[src/rtl/muldiv_unit.sv]
// muldiv_unit: iterative HI/LO multiply/divide unit beside the EX stage.
// Handles MULT, MULTU, DIV, DIVU (radix-2 shift-add / restoring divide, one
// step per cycle) and MTHI/MTLO (single-edge writes). busy is the stall
// request towards the hazard unit; done pulses in the cycle the new HI/LO
// values become visible.
// Optional build macro MULDIV_FAST_MUL_EN: multiplies skip the iteration
// phase and form the product combinationally in FIX (1-cycle busy).
// Divide timing and all results are identical with or without the macro.
module muldiv_unit #(
    parameter int WIDTH = 32,
    parameter int ITER  = 32
) (
    input  logic             clk,
    input  logic             rst,
    input  logic             start,
    input  logic [2:0]       op,
    input  logic [WIDTH-1:0] a,
    input  logic [WIDTH-1:0] b,
    input  logic             flush,
    output logic             busy,
    output logic             done,
    output logic [WIDTH-1:0] hi,
    output logic [WIDTH-1:0] lo
);

    localparam int CW = $clog2(ITER) + 1;
    localparam logic [CW-1:0] CNT_ZERO = {CW{1'b0}};
    localparam logic [CW-1:0] CNT_ONE  = {{(CW-1){1'b0}}, 1'b1};
    localparam logic [CW-1:0] CNT_LAST = CW'(ITER - 32'sd1);

    localparam logic [2:0] OP_MULT  = 3'b001;
    localparam logic [2:0] OP_MULTU = 3'b010;
    localparam logic [2:0] OP_DIV   = 3'b011;
    localparam logic [2:0] OP_DIVU  = 3'b100;
    localparam logic [2:0] OP_MTHI  = 3'b101;
    localparam logic [2:0] OP_MTLO  = 3'b110;

`ifdef MULDIV_FAST_MUL_EN
    localparam logic FAST_MUL = 1'b1;
`else
    localparam logic FAST_MUL = 1'b0;
`endif

    typedef enum logic [1:0] {
        ST_IDLE = 2'b00,
        ST_ITER = 2'b01,
        ST_FIX  = 2'b10
    } state_t;

    // Absolute value of a signed operand; unsigned operands pass through.
    // The most negative value maps onto itself, which is the correct
    // unsigned magnitude.
    function automatic logic [WIDTH-1:0] magnitude(input logic [WIDTH-1:0] v,
                                                   input logic             sgn);
        logic [WIDTH-1:0] m;
        if (sgn && v[WIDTH-1]) begin
            m = -v;
        end else begin
            m = v;
        end
        return m;
    endfunction

    state_t             state_r;
    state_t             state_nx_s;
    logic [CW-1:0]      cnt_r;

    logic               is_div_r;
    logic               neg_q_r;
    logic               neg_r_r;
    logic               div0_r;
    logic [WIDTH-1:0]   a_raw_r;
    logic [WIDTH-1:0]   mag_a_r;
    logic [WIDTH-1:0]   mag_b_r;
    // acc_hi_r: partial product (mul, bit WIDTH is the add carry) or
    // partial remainder (div). acc_lo_r: multiplier being consumed LSB
    // first (mul) or dividend shifting out / quotient shifting in (div).
    logic [WIDTH:0]     acc_hi_r;
    logic [WIDTH-1:0]   acc_lo_r;

    logic [WIDTH-1:0]   hi_r;
    logic [WIDTH-1:0]   lo_r;
    logic               done_r;

    logic               launch_s;
    logic               mthi_we_s;
    logic               mtlo_we_s;
    logic               step_s;
    logic               commit_s;
    logic               op_div_s;
    logic               op_signed_s;

    logic [WIDTH:0]     mul_sum_s;
    logic [WIDTH:0]     div_shift_s;
    logic [WIDTH:0]     div_trial_s;
    logic [WIDTH:0]     step_hi_s;
    logic [WIDTH-1:0]   step_lo_s;

    logic [2*WIDTH-1:0] mul_raw_s;
    logic [2*WIDTH-1:0] mul_fix_s;
    logic [WIDTH-1:0]   res_hi_s;
    logic [WIDTH-1:0]   res_lo_s;

    assign busy = (state_r != ST_IDLE);
    assign done = done_r;
    assign hi   = hi_r;
    assign lo   = lo_r;

    // Operation class decode used when capturing operands.
    always_comb begin
        op_div_s    = 1'b0;
        op_signed_s = 1'b0;
        case (op)
            OP_MULT: begin
                op_div_s    = 1'b0;
                op_signed_s = 1'b1;
            end
            OP_DIV: begin
                op_div_s    = 1'b1;
                op_signed_s = 1'b1;
            end
            OP_DIVU: begin
                op_div_s    = 1'b1;
                op_signed_s = 1'b0;
            end
            default: begin
                op_div_s    = 1'b0;
                op_signed_s = 1'b0;
            end
        endcase
    end

    // Sequencer state register.
    always_ff @(posedge clk) begin
        if (rst) begin
            state_r <= ST_IDLE;
        end else begin
            state_r <= state_nx_s;
        end
    end

    // Next-state and control decode; flush always wins over start.
    always_comb begin
        state_nx_s = state_r;
        launch_s   = 1'b0;
        mthi_we_s  = 1'b0;
        mtlo_we_s  = 1'b0;
        step_s     = 1'b0;
        commit_s   = 1'b0;
        case (state_r)
            ST_IDLE: begin
                if (start && !flush) begin
                    case (op)
                        OP_MULT, OP_MULTU: begin
                            launch_s   = 1'b1;
                            state_nx_s = FAST_MUL ? ST_FIX : ST_ITER;
                        end
                        OP_DIV, OP_DIVU: begin
                            launch_s   = 1'b1;
                            state_nx_s = ST_ITER;
                        end
                        OP_MTHI: begin
                            mthi_we_s  = 1'b1;
                            state_nx_s = ST_IDLE;
                        end
                        OP_MTLO: begin
                            mtlo_we_s  = 1'b1;
                            state_nx_s = ST_IDLE;
                        end
                        default: begin
                            state_nx_s = ST_IDLE;
                        end
                    endcase
                end else begin
                    state_nx_s = ST_IDLE;
                end
            end
            ST_ITER: begin
                if (flush) begin
                    state_nx_s = ST_IDLE;
                end else begin
                    step_s = 1'b1;
                    if (cnt_r == CNT_LAST) begin
                        state_nx_s = ST_FIX;
                    end else begin
                        state_nx_s = ST_ITER;
                    end
                end
            end
            ST_FIX: begin
                if (flush) begin
                    commit_s = 1'b0;
                end else begin
                    commit_s = 1'b1;
                end
                state_nx_s = ST_IDLE;
            end
            default: begin
                state_nx_s = ST_IDLE;
            end
        endcase
    end

    // One radix-2 step: shift-add for multiply, restoring subtract for divide.
    always_comb begin
        mul_sum_s   = {(WIDTH+1){1'b0}};
        div_shift_s = {(WIDTH+1){1'b0}};
        div_trial_s = {(WIDTH+1){1'b0}};
        step_hi_s   = acc_hi_r;
        step_lo_s   = acc_lo_r;
        if (is_div_r) begin
            div_shift_s = {acc_hi_r[WIDTH-1:0], acc_lo_r[WIDTH-1]};
            div_trial_s = div_shift_s - {1'b0, mag_b_r};
            if (!div_trial_s[WIDTH]) begin
                step_hi_s = div_trial_s;
                step_lo_s = {acc_lo_r[WIDTH-2:0], 1'b1};
            end else begin
                step_hi_s = div_shift_s;
                step_lo_s = {acc_lo_r[WIDTH-2:0], 1'b0};
            end
        end else begin
            mul_sum_s = acc_hi_r + (acc_lo_r[0] ? {1'b0, mag_a_r} : {(WIDTH+1){1'b0}});
            step_hi_s = {1'b0, mul_sum_s[WIDTH:1]};
            step_lo_s = {mul_sum_s[0], acc_lo_r[WIDTH-1:1]};
        end
    end

    // Operand capture at launch, then one iteration per ITER cycle.
    always_ff @(posedge clk) begin
        if (rst) begin
            cnt_r    <= CNT_ZERO;
            is_div_r <= 1'b0;
            neg_q_r  <= 1'b0;
            neg_r_r  <= 1'b0;
            div0_r   <= 1'b0;
            a_raw_r  <= {WIDTH{1'b0}};
            mag_a_r  <= {WIDTH{1'b0}};
            mag_b_r  <= {WIDTH{1'b0}};
            acc_hi_r <= {(WIDTH+1){1'b0}};
            acc_lo_r <= {WIDTH{1'b0}};
        end else if (launch_s) begin
            cnt_r    <= CNT_ZERO;
            is_div_r <= op_div_s;
            neg_q_r  <= op_signed_s & (a[WIDTH-1] ^ b[WIDTH-1]);
            neg_r_r  <= op_signed_s & op_div_s & a[WIDTH-1];
            div0_r   <= op_div_s & (b == {WIDTH{1'b0}});
            a_raw_r  <= a;
            mag_a_r  <= magnitude(a, op_signed_s);
            mag_b_r  <= magnitude(b, op_signed_s);
            acc_hi_r <= {(WIDTH+1){1'b0}};
            acc_lo_r <= op_div_s ? magnitude(a, op_signed_s) : magnitude(b, op_signed_s);
        end else if (step_s) begin
            cnt_r    <= cnt_r + CNT_ONE;
            acc_hi_r <= step_hi_s;
            acc_lo_r <= step_lo_s;
        end
    end

`ifdef MULDIV_FAST_MUL_EN
    assign mul_raw_s = {{WIDTH{1'b0}}, mag_a_r} * {{WIDTH{1'b0}}, mag_b_r};
`else
    assign mul_raw_s = {acc_hi_r[WIDTH-1:0], acc_lo_r};
`endif

    // Sign correction and divide-by-zero override applied in FIX.
    always_comb begin
        mul_fix_s = mul_raw_s;
        res_hi_s  = {WIDTH{1'b0}};
        res_lo_s  = {WIDTH{1'b0}};
        if (is_div_r) begin
            if (div0_r) begin
                res_hi_s = a_raw_r;
                res_lo_s = {WIDTH{1'b1}};
            end else begin
                res_lo_s = neg_q_r ? -acc_lo_r : acc_lo_r;
                res_hi_s = neg_r_r ? -acc_hi_r[WIDTH-1:0] : acc_hi_r[WIDTH-1:0];
            end
        end else begin
            mul_fix_s = neg_q_r ? -mul_raw_s : mul_raw_s;
            res_hi_s  = mul_fix_s[2*WIDTH-1:WIDTH];
            res_lo_s  = mul_fix_s[WIDTH-1:0];
        end
    end

    // Architectural HI/LO registers and the registered done pulse.
    always_ff @(posedge clk) begin
        if (rst) begin
            hi_r   <= {WIDTH{1'b0}};
            lo_r   <= {WIDTH{1'b0}};
            done_r <= 1'b0;
        end else begin
            done_r <= commit_s;
            if (commit_s) begin
                hi_r <= res_hi_s;
                lo_r <= res_lo_s;
            end else if (mthi_we_s) begin
                hi_r <= a;
            end else if (mtlo_we_s) begin
                lo_r <= a;
            end
        end
    end

endmodule

[config.mk]
export PLATFORM = sky130hd
export DESIGN_NAME = muldiv_unit
export DESIGN_NICKNAME = d
export VERILOG_FILES = /design/src/rtl/muldiv_unit.sv
export SDC_FILE = /design/constraint.sdc
export NUM_CORES = 1
export LEC_CHECK = 0
export CAP_MARGIN = 20
export CORE_MARGIN = 10
export CORE_UTILIZATION = 27
export CTS_CLUSTER_SIZE = 28
export DETAILED_ROUTE_END_ITERATION = 7
export HOLD_SLACK_MARGIN = 0.02
export PLACE_DENSITY = 0.54
export SYNTH_ARGS = -nofsm -noshare
export SYNTH_HDL_FRONTEND = slang
export SYNTH_SLANG_ARGS = --single-unit
export TNS_END_PERCENT = 30
[constraint.sdc]
create_clock -name clk -period 10.05 [get_ports clk]
set_input_delay 2.01 -clock clk [delete_from_list [all_inputs] [get_ports clk]]
set_output_delay 2.01 -clock clk [all_outputs]
set_load 0.05 [all_outputs]
; ---- Word level (Yosys, flattened, before mapping)
; Index checks and enable logic that the tools add are counted.
; Widths: inputs -> output; s select.
[op_classes]
addsub = 8
eq_ne = 10
muxes = 41
bitwise = 5
reduce_logical = 15
[ops]
columns = op, count
row1 = $mux 32, 18
row2 = $neg 32->32, 4
row3 = $mux 33, 2
row4 = $mux 64, 1
row5 = $neg 64->64, 1
row6 = $add 33x32->33, 1
row7 = $sub 33x32->33, 1
row8 = $logic_not 32->1, 1
row9 = $mux 1, 16
row10 = $eq 3x3->1 const B, 3
row11 = $reduce_bool 2->1, 4
row12 = $add 6x1->6 const B, 1
row13 = $eq 3x2->1 const B, 2
row14 = $eq 6x5->1 const B, 1
row15 = $mux 2, 3
row16 = $reduce_or 2->1, 3
row17 = $and 1x1->1, 4
row18 = $pmux 2 s2, 1
row19 = $reduce_or 4->1, 1
row20 = $eq 3x1->1 const B, 1
row21 = $logic_and 1x1->1, 3
row22 = $eq 2x1->1 const B, 1
row23 = $eq 2x2->1 const B, 1
row24 = $logic_not 2->1, 1
row25 = 4 further kinds, 4
[word_totals]
ff_bits = 238
inputBits = 71
output_inout_bits = 66
wordCells = 93

; ---- Longest topological paths before layout
; Gate-level depths: netlist of the first run.
[depth]
word_depth = 7
depth_mapped = 20
depth_no_buf = 18

; ---- Worst setup path before layout of the first run
; No wires, ideal clock.
[synth_path]
path_type = input-to-reg
start = input port b[6]
end = register acc_lo_r[23]
setup_ns = 0.132
arrival_time_ns = 4.329
required_ns = 9.918
setup_slack_ns = 5.589
cell_stages = 9
path_buffers = 0
cell_sequence = or4_1 or4_1 nor3_1 nand2_1 nor3_1 nor2_1 xor2_1 a221oi_1 nor3_1
[synth_between]
elab_chain_len = 4
[synth_rtl]
columns = element, line_no
row1 = from (decl), 18  ; input logic [WIDTH-1:0] b,
row2 = $neg 32->32, 57  ; m = -v;
row3 = $mux 32, 56  ; if (sgn && v[WIDTH-1]) begin
row4 = $mux 32, 251  ; acc_lo_r <= op_div_s ? magnitude(a, op_signed_s) : magnitude(b, op_signed_s);
row5 = $mux 32, 241  ; end else if (launch_s) begin
row6 = to (signal assigned), 240  ; acc_lo_r <= {WIDTH{1'b0}};
row7 = to (signal assigned), 251
row8 = to (signal assigned), 255  ; acc_lo_r <= step_lo_s;
row9 = to (decl), 79  ; logic [WIDTH-1:0] acc_lo_r;
; No other way between the ends.
; A chain may end at the register's enable or synchronous reset.

; ---- Worst setup path in the final report of the first run
[layout_path]
start = register acc_lo_r[31]
end = register acc_hi_r[30]
[layout_between]
elab_chain_len = 3
[layout_rtl]
columns = element, line_no
row1 = $sub 33x32->33, 213  ; div_trial_s = div_shift_s - {1'b0, mag_b_r};
row2 = $mux 33, 214  ; if (!div_trial_s[WIDTH]) begin
row3 = $mux 33, 211  ; if (is_div_r) begin
row4 = to (signal assigned), 239  ; acc_hi_r <= {(WIDTH+1){1'b0}};
row5 = to (signal assigned), 250  ; acc_hi_r <= {(WIDTH+1){1'b0}};
row6 = to (signal assigned), 254  ; acc_hi_r <= step_hi_s;
row7 = to (decl), 78  ; logic [WIDTH:0] acc_hi_r;
; No other way between the ends.

==> results.ini, run 1 <==
[floorplanning]
coreArea_mm2=0.0642
dieArea_mm2=0.0751
io_pins=137
num_rows=93
chipHeight_um=274
initial_core_util=0.271
die_width_um=274

[layout]
multi_input_area_mm2=0.0118
fin_nets=2534
syn_to_final_growth_pct=17.1
n_fill_cell=6905
final_util=0.318
register_area_mm2=0.00475
final_cells=3269
drive_above_1_share=0.0518

[logic_synthesis]
synth-compound-area-share=0.272
synth_area_mm2=0.0174
yosys.area_share.simple=0.225
ys_async_sr_fraction=0
synth_top_family_by_area=compound AO/OA/AOI/OAI gates
synth_seq_cells=237
synthAdderAreaFrac=0.0525
yosysTopAreaCellShare=0.272
yosysTopAreaCell=dfxtp_1
synth-edff-count=0
synth_cell_types=75
yosys_warnings=0
syn_inst=2380
synth_area_leaders=dfxtp_1 (27%), a21oi_1 (7.3%), xnor2_1 (5.7%), nand2_1 (5.3%), nor2_1 (5.3%)
synth_ff_type=dfxtp_1
synth.avg_cell_area_um2=7.33
synth_most_common_cell=a21oi_1
ys_seq_area_frac=0.272
synth_common_cells=a21oi_1 (253), nand2_1 (247), nor2_1 (246), dfxtp_1 (237), clkbuf_1 (168)
synthMuxAreaShare=0.0311
synthXorXnorAreaFrac=0.0919
synth_nets=2523

[clock_network]
clkSlewWorstSetupHoldPaths_ps=60
cts_made_buffers=29
clock-root-buffer=clkbuf_16
ctsHoldBuffers=0
clkSinkCount=237
cts_resized=0
h-tree-depth=1
tritoncts=yes
cts_max_path_buffers=3
clkLatencyLatePin_ps=590
cts_setup_buffers=0

[sta]
timing.hold.ws_ps=452
period_share=0.527
setup_viol=0
finalSetupTns_ps=0
fin_skew_ps=19.1
slew_violations=0
worst_slew_pin_slew_ps=1120
rsz0062_at_grt=false
fmaxAchievable_mhz=189
maxSlewHeadroom=0.250
finalHoldViolCount=0
fin_crit_ps=5300

[worst_hold_path]
hold_path.class=reg -> reg

[worst_setup_path]
startpoint_type=flop
worstPathCellList=inv_1 -> ha_1 -> fa_1 -> nand2b_1 -> a21oi_1 -> o31a_1 -> a221oi_1 -> buf_4 -> o21ai_0 -> o21ai_0 -> nor2b_1 -> nor3_1 -> o21ai_0 -> ha_1 -> buf_4 -> nand3_1 -> or4_1 -> mux2i_1 -> a2111oi_0
cpMaxStageDelayCell=or4_1
rrSetupSlack_ps=4750
critPathCaptureType=flop
crit_arrival_ps=5750
worstSetupPathType=reg -> reg
crit_path_max_fanout=49
crit_top_cell=o21ai_0
slowest_delay_ps=480
crit_required_ps=10500

[grt]
grt_pass1_vias=17400
grt_usage=0.197
grt_overflow=0
grt_max_degree=88
antenna_found_initial=4
grt_pass1_wl_um=114000

[place]
dpl.cell_count=3212
gp_congestion=0.931
dp_hpwl_um=57800
io_buffers=136

[power_and_ir_drop]
power_density_mw_per_mm2=135
ir_drop_mv=0.111
p_leak_nw=7.40

[drt]
viasPerCell=5.65
wl_per_cell_um=23.8
drtPass1Iterations=7
ant_nets=0
drtIter0Drc=1993
drc_errors=0
routed_wl_um=77800
vias=18500

[job]
cap_violations=0

[run_status]
outcome=finished, final reports clean

-- routing by layer --
layer | GRT usage | vias to the layer above | part of all wire
met5 | 0 | - | 0.00053
met3 | 0.0409 | 168 | 0.089
li1 | - | 8619 | -
met4 | 0.0646 | 6 | 0.033
met2 | 0.315 | 833 | 0.45
met1 | 0.260 | 8838 | 0.42
-- flip-flops by register name (all words and copies together), names as in the netlist --
name	count
is_div_r	1
acc_hi_r	33
a_raw_r	32
hi	32
lo	32
neg_r_r	1
acc_lo_r	32
neg_q_r	1
state_r	2
done	1
mag_b_r	32
cnt_r	6
div0_r	1
mag_a_r	31
-- path summary, 6_finish.rpt --
kind	startpoint	end	cells past startpoint
worst max-delay path	acc_lo_r[31]$_SDFFE_PP0P_	acc_hi_r[30]$_SDFFE_PP0P_	19
worst min-delay path	lo[26]$_SDFFE_PP0P_	lo[26]$_SDFFE_PP0P_	2
worst max register to register	acc_lo_r[31]$_SDFFE_PP0P_	acc_hi_r[30]$_SDFFE_PP0P_	19
worst min register to register	lo[26]$_SDFFE_PP0P_	lo[26]$_SDFFE_PP0P_	2
-- per-stage QoR --
stage / cell area, um2 / worst slack, ps / total power [mW]
after floorplan: 17400 / 5590 / 1.45
after global placement: 19400 / 4700 / 1.68
after detailed placement: 19400 / 4650 / 1.68
after CTS: 20300 / 4920 / 2.75
after global routing: 20400 / 4530 / 2.85
final: 20400 / 4750 / 2.75
-- final cells by class --
cell class,count,share of cell area
multi-input combinational,1889,0.576
sequential,237,0.233
timing repair buffer,170,0.0814
tap,855,0.0524
clock buffer,39,0.0398
inverter,64,0.0118
clock inverter,13,0.00625
antenna,2,0.000245
-- power breakdown --
part	leakage (nW)	switching [mW]	internal (mW)
Sequential	1.93	0.0533	0.977
Combinational	5.01	0.423	0.227
Clock	0.464	0.456	0.616
Total	7.40	0.933	1.82
-- kinds of logic after synthesis --
kind of cell / count (synthesis)
compound gates: 751
xor+xnor: 183
flops: 237
buf+inv: 254
mux: 53
simple gates: 830
fa+ha+maj: 72
-- cell usage in the layout (no fill, tap or decap), types with 14 or more instances in the layout --
cell type	n
a211oi_1	91
a21o_1	28
a21oi_1	253
a22oi_1	16
a31oi_1	20
and2_1	53
and3_1	18
buf_4	31
clkbuf_16	29
clkdlybuf4s50_1	135
dfxtp_1	235
ha_1	70
inv_1	62
mux2i_1	44
nand2_1	246
nand2b_1	14
nand3_1	47
nand4_1	14
nor2_1	244
nor2b_1	17
nor3_1	77
nor4_1	14
o211ai_1	15
o21ai_0	137
o221ai_1	36
o22ai_1	38
o31ai_1	19
or3_1	25
or4_1	21
xnor2_1	114
xor2_1	69
-- worst max-delay path: cells and delay by family (launching register included) --
family	cells	cell delay, ps
flip-flops	1	460
AO/OA/AOI/OAI	7	1480
AND/OR/NAND/NOR	5	1370
adder cells (fa/ha/maj)	3	840
buffers and inverters	3	850
multiplexers	1	150
Note: power is estimated with default switching activity, not from simulation.
==> run 2, diff against run 1 <==
==> constraint.sdc (replaced) <==
create_clock -name clk -period 5.5 [get_ports clk]
set_input_delay 1.1 -clock clk [delete_from_list [all_inputs] [get_ports clk]]
set_output_delay 1.1 -clock clk [all_outputs]
set_load 0.05 [all_outputs]
==> results.ini, run 2 (synthesis results as in run 1) <==
[run_status]
outcome=finished, final reports clean

[place]
gp_congestion=0.986
io_buffers=136
placed_area_mm2=0.0196
dpl.cell_count=3241
dp_hpwl_um=60500

[worst_setup_path]
critPathCaptureType=flop
cpMaxStageDelayCell=a221oi_1
crit_path_max_fanout=46
crit_arrival_ps=5180
crit_required_ps=5990
startpoint_type=flop
crit_top_cell=o21ai_0
slowest_delay_ps=630
worstPathCellList=inv_1 -> ha_1 -> fa_1 -> nand2b_1 -> a21oi_1 -> o31a_1 -> a221oi_1 -> o21ai_0 -> o21ai_0 -> nor2b_1 -> nor3_1 -> o21ai_0 -> ha_1 -> buf_12 -> mux2_2 -> nand2_1 -> o311ai_0 -> o211a_1
worstSetupPathType=reg -> reg

[clock_network]
cts_made_buffers=29
clock-root-buffer=clkbuf_16
ctsHoldBuffers=0
cts_setup_buffers=0
cts_max_path_buffers=3
clkLatencyLatePin_ps=600
clkSinkCount=237
clkSlewWorstSetupHoldPaths_ps=70
tritoncts=yes
h-tree-depth=1
cts_resized=0

[grt]
grt_usage=0.204
antenna_found_initial=0
grt_pass1_wl_um=117000
grt_overflow=0
grt_max_degree=83
grt_pass1_vias=17300

[power_and_ir_drop]
comb_power_share=0.231
seq_power_share=0.355
p_int_mw=3.53
p_switching_mw=1.76
ir_drop_mv=0.192
power_density_mw_per_mm2=255
switching_share=0.333
pwr-share-clk=0.414
p_leak_nw=7.58

[drt]
drtIter0Drc=2245
ant_nets=0
drtPass1Iterations=6
vias=18800
viasPerCell=5.69
wl_per_cell_um=24.3
routed_wl_um=80200
drc_errors=0

[layout]
final_cells=3297
fin_nets=2561
finish.instance_area_mm2=0.0207
syn_to_final_growth_pct=19.0
largest_register_ffs=33
n_fill_cell=6887
drive_above_1_share=0.0635
final_common_cell=a21oi_1
most-common-layout-cells=a21oi_1 (253), nand2_1 (246), nor2_1 (244), dfxtp_1 (235), o21ai_0 (137)
regMostFlops=acc_hi_r

[floorplanning]
num_rows=93
chipHeight_um=274
die_width_um=274
coreArea_mm2=0.0642
io_pins=137
initial_core_util=0.271
dieArea_mm2=0.0751

[sta]
fmaxAchievable_mhz=213
worst_slew_pin_slew_ps=1080
finalSetupTns_ps=0
fin_crit_ps=4690
rsz0062_at_grt=false
fin_skew_ps=26.3
maxSlewHeadroom=0.276
period_share=0.853
setup_viol=0
slew_violations=0
timing.hold.ws_ps=451
finalHoldViolCount=0

[worst_hold_path]
hold_path.class=reg -> reg

[job]
cap_violations=0

==> run 2: worst paths after layout <==
| path | to | start | slack, ps | depth (start not counted) |
|---|---|---|---|---|
| setup / recovery | acc_hi_r[12]$_SDFFE_PP0P_ | acc_lo_r[31]$_SDFFE_PP0P_ | 810 | 18 |
| setup reg to reg | acc_hi_r[12]$_SDFFE_PP0P_ | acc_lo_r[31]$_SDFFE_PP0P_ | 810 | 18 |
| hold / removal | lo[9]$_SDFFE_PP0P_ | lo[9]$_SDFFE_PP0P_ | 450 | 2 |
| hold reg to reg | lo[9]$_SDFFE_PP0P_ | lo[9]$_SDFFE_PP0P_ | 450 | 2 |
==> run 2: critical path, delay by kind of cell, from the launching register on <==
family	cells	cell delay, ps
DFF	1	360
adders and majority gates	3	820
and+or+nand+nor	4	510
muxes	1	360
AOI/OAI and AO/OA	8	2100
buffers and inverters	2	400
==> run 2: per-layer routing <==
layer  global-route usage  vias to the layer above  routed length, um
li1                     -                     8676                  -
met5                    0                        -                  0
met4               0.0700                        0               2940
met1                0.276                     9057              34700
met3               0.0315                      162               6340
met2                0.324                      869              36200
==> run 2: through the flow <==
stage	setup WS [ps]	utilization	total power [mW]
final	810	0.323	5.29
after global placement	842	0.306	3.09
after CTS	864	0.323	5.28
after global routing	510	0.323	5.46
after detailed placement	826	0.306	3.09
after floorplan	1260	-	2.65
==> run 2: cell type report <==
type / instances / area (um2) / area share
multi-input cells: 1889 / 11800 / 0.566
flip-flops and latches: 237 / 4750 / 0.229
repair buffers: 197 / 1870 / 0.0899
well taps: 855 / 1070 / 0.0516
clock buffers: 37 / 796 / 0.0384
clock inverters: 17 / 272 / 0.0131
inverters: 64 / 240 / 0.0116
diodes: 1 / 2.50 / 0.000121
==> run 2: power groups by stage <==
stage                     sequential, mW  clock, mW  combinational (mW)
after global routing                1.88       2.28                1.30
after detailed placement            1.91          0                1.18
final                               1.87       2.19                1.22
after CTS                           1.87       2.21                1.19
after global placement              1.91          0                1.19
after floorplan                     1.88          0               0.768
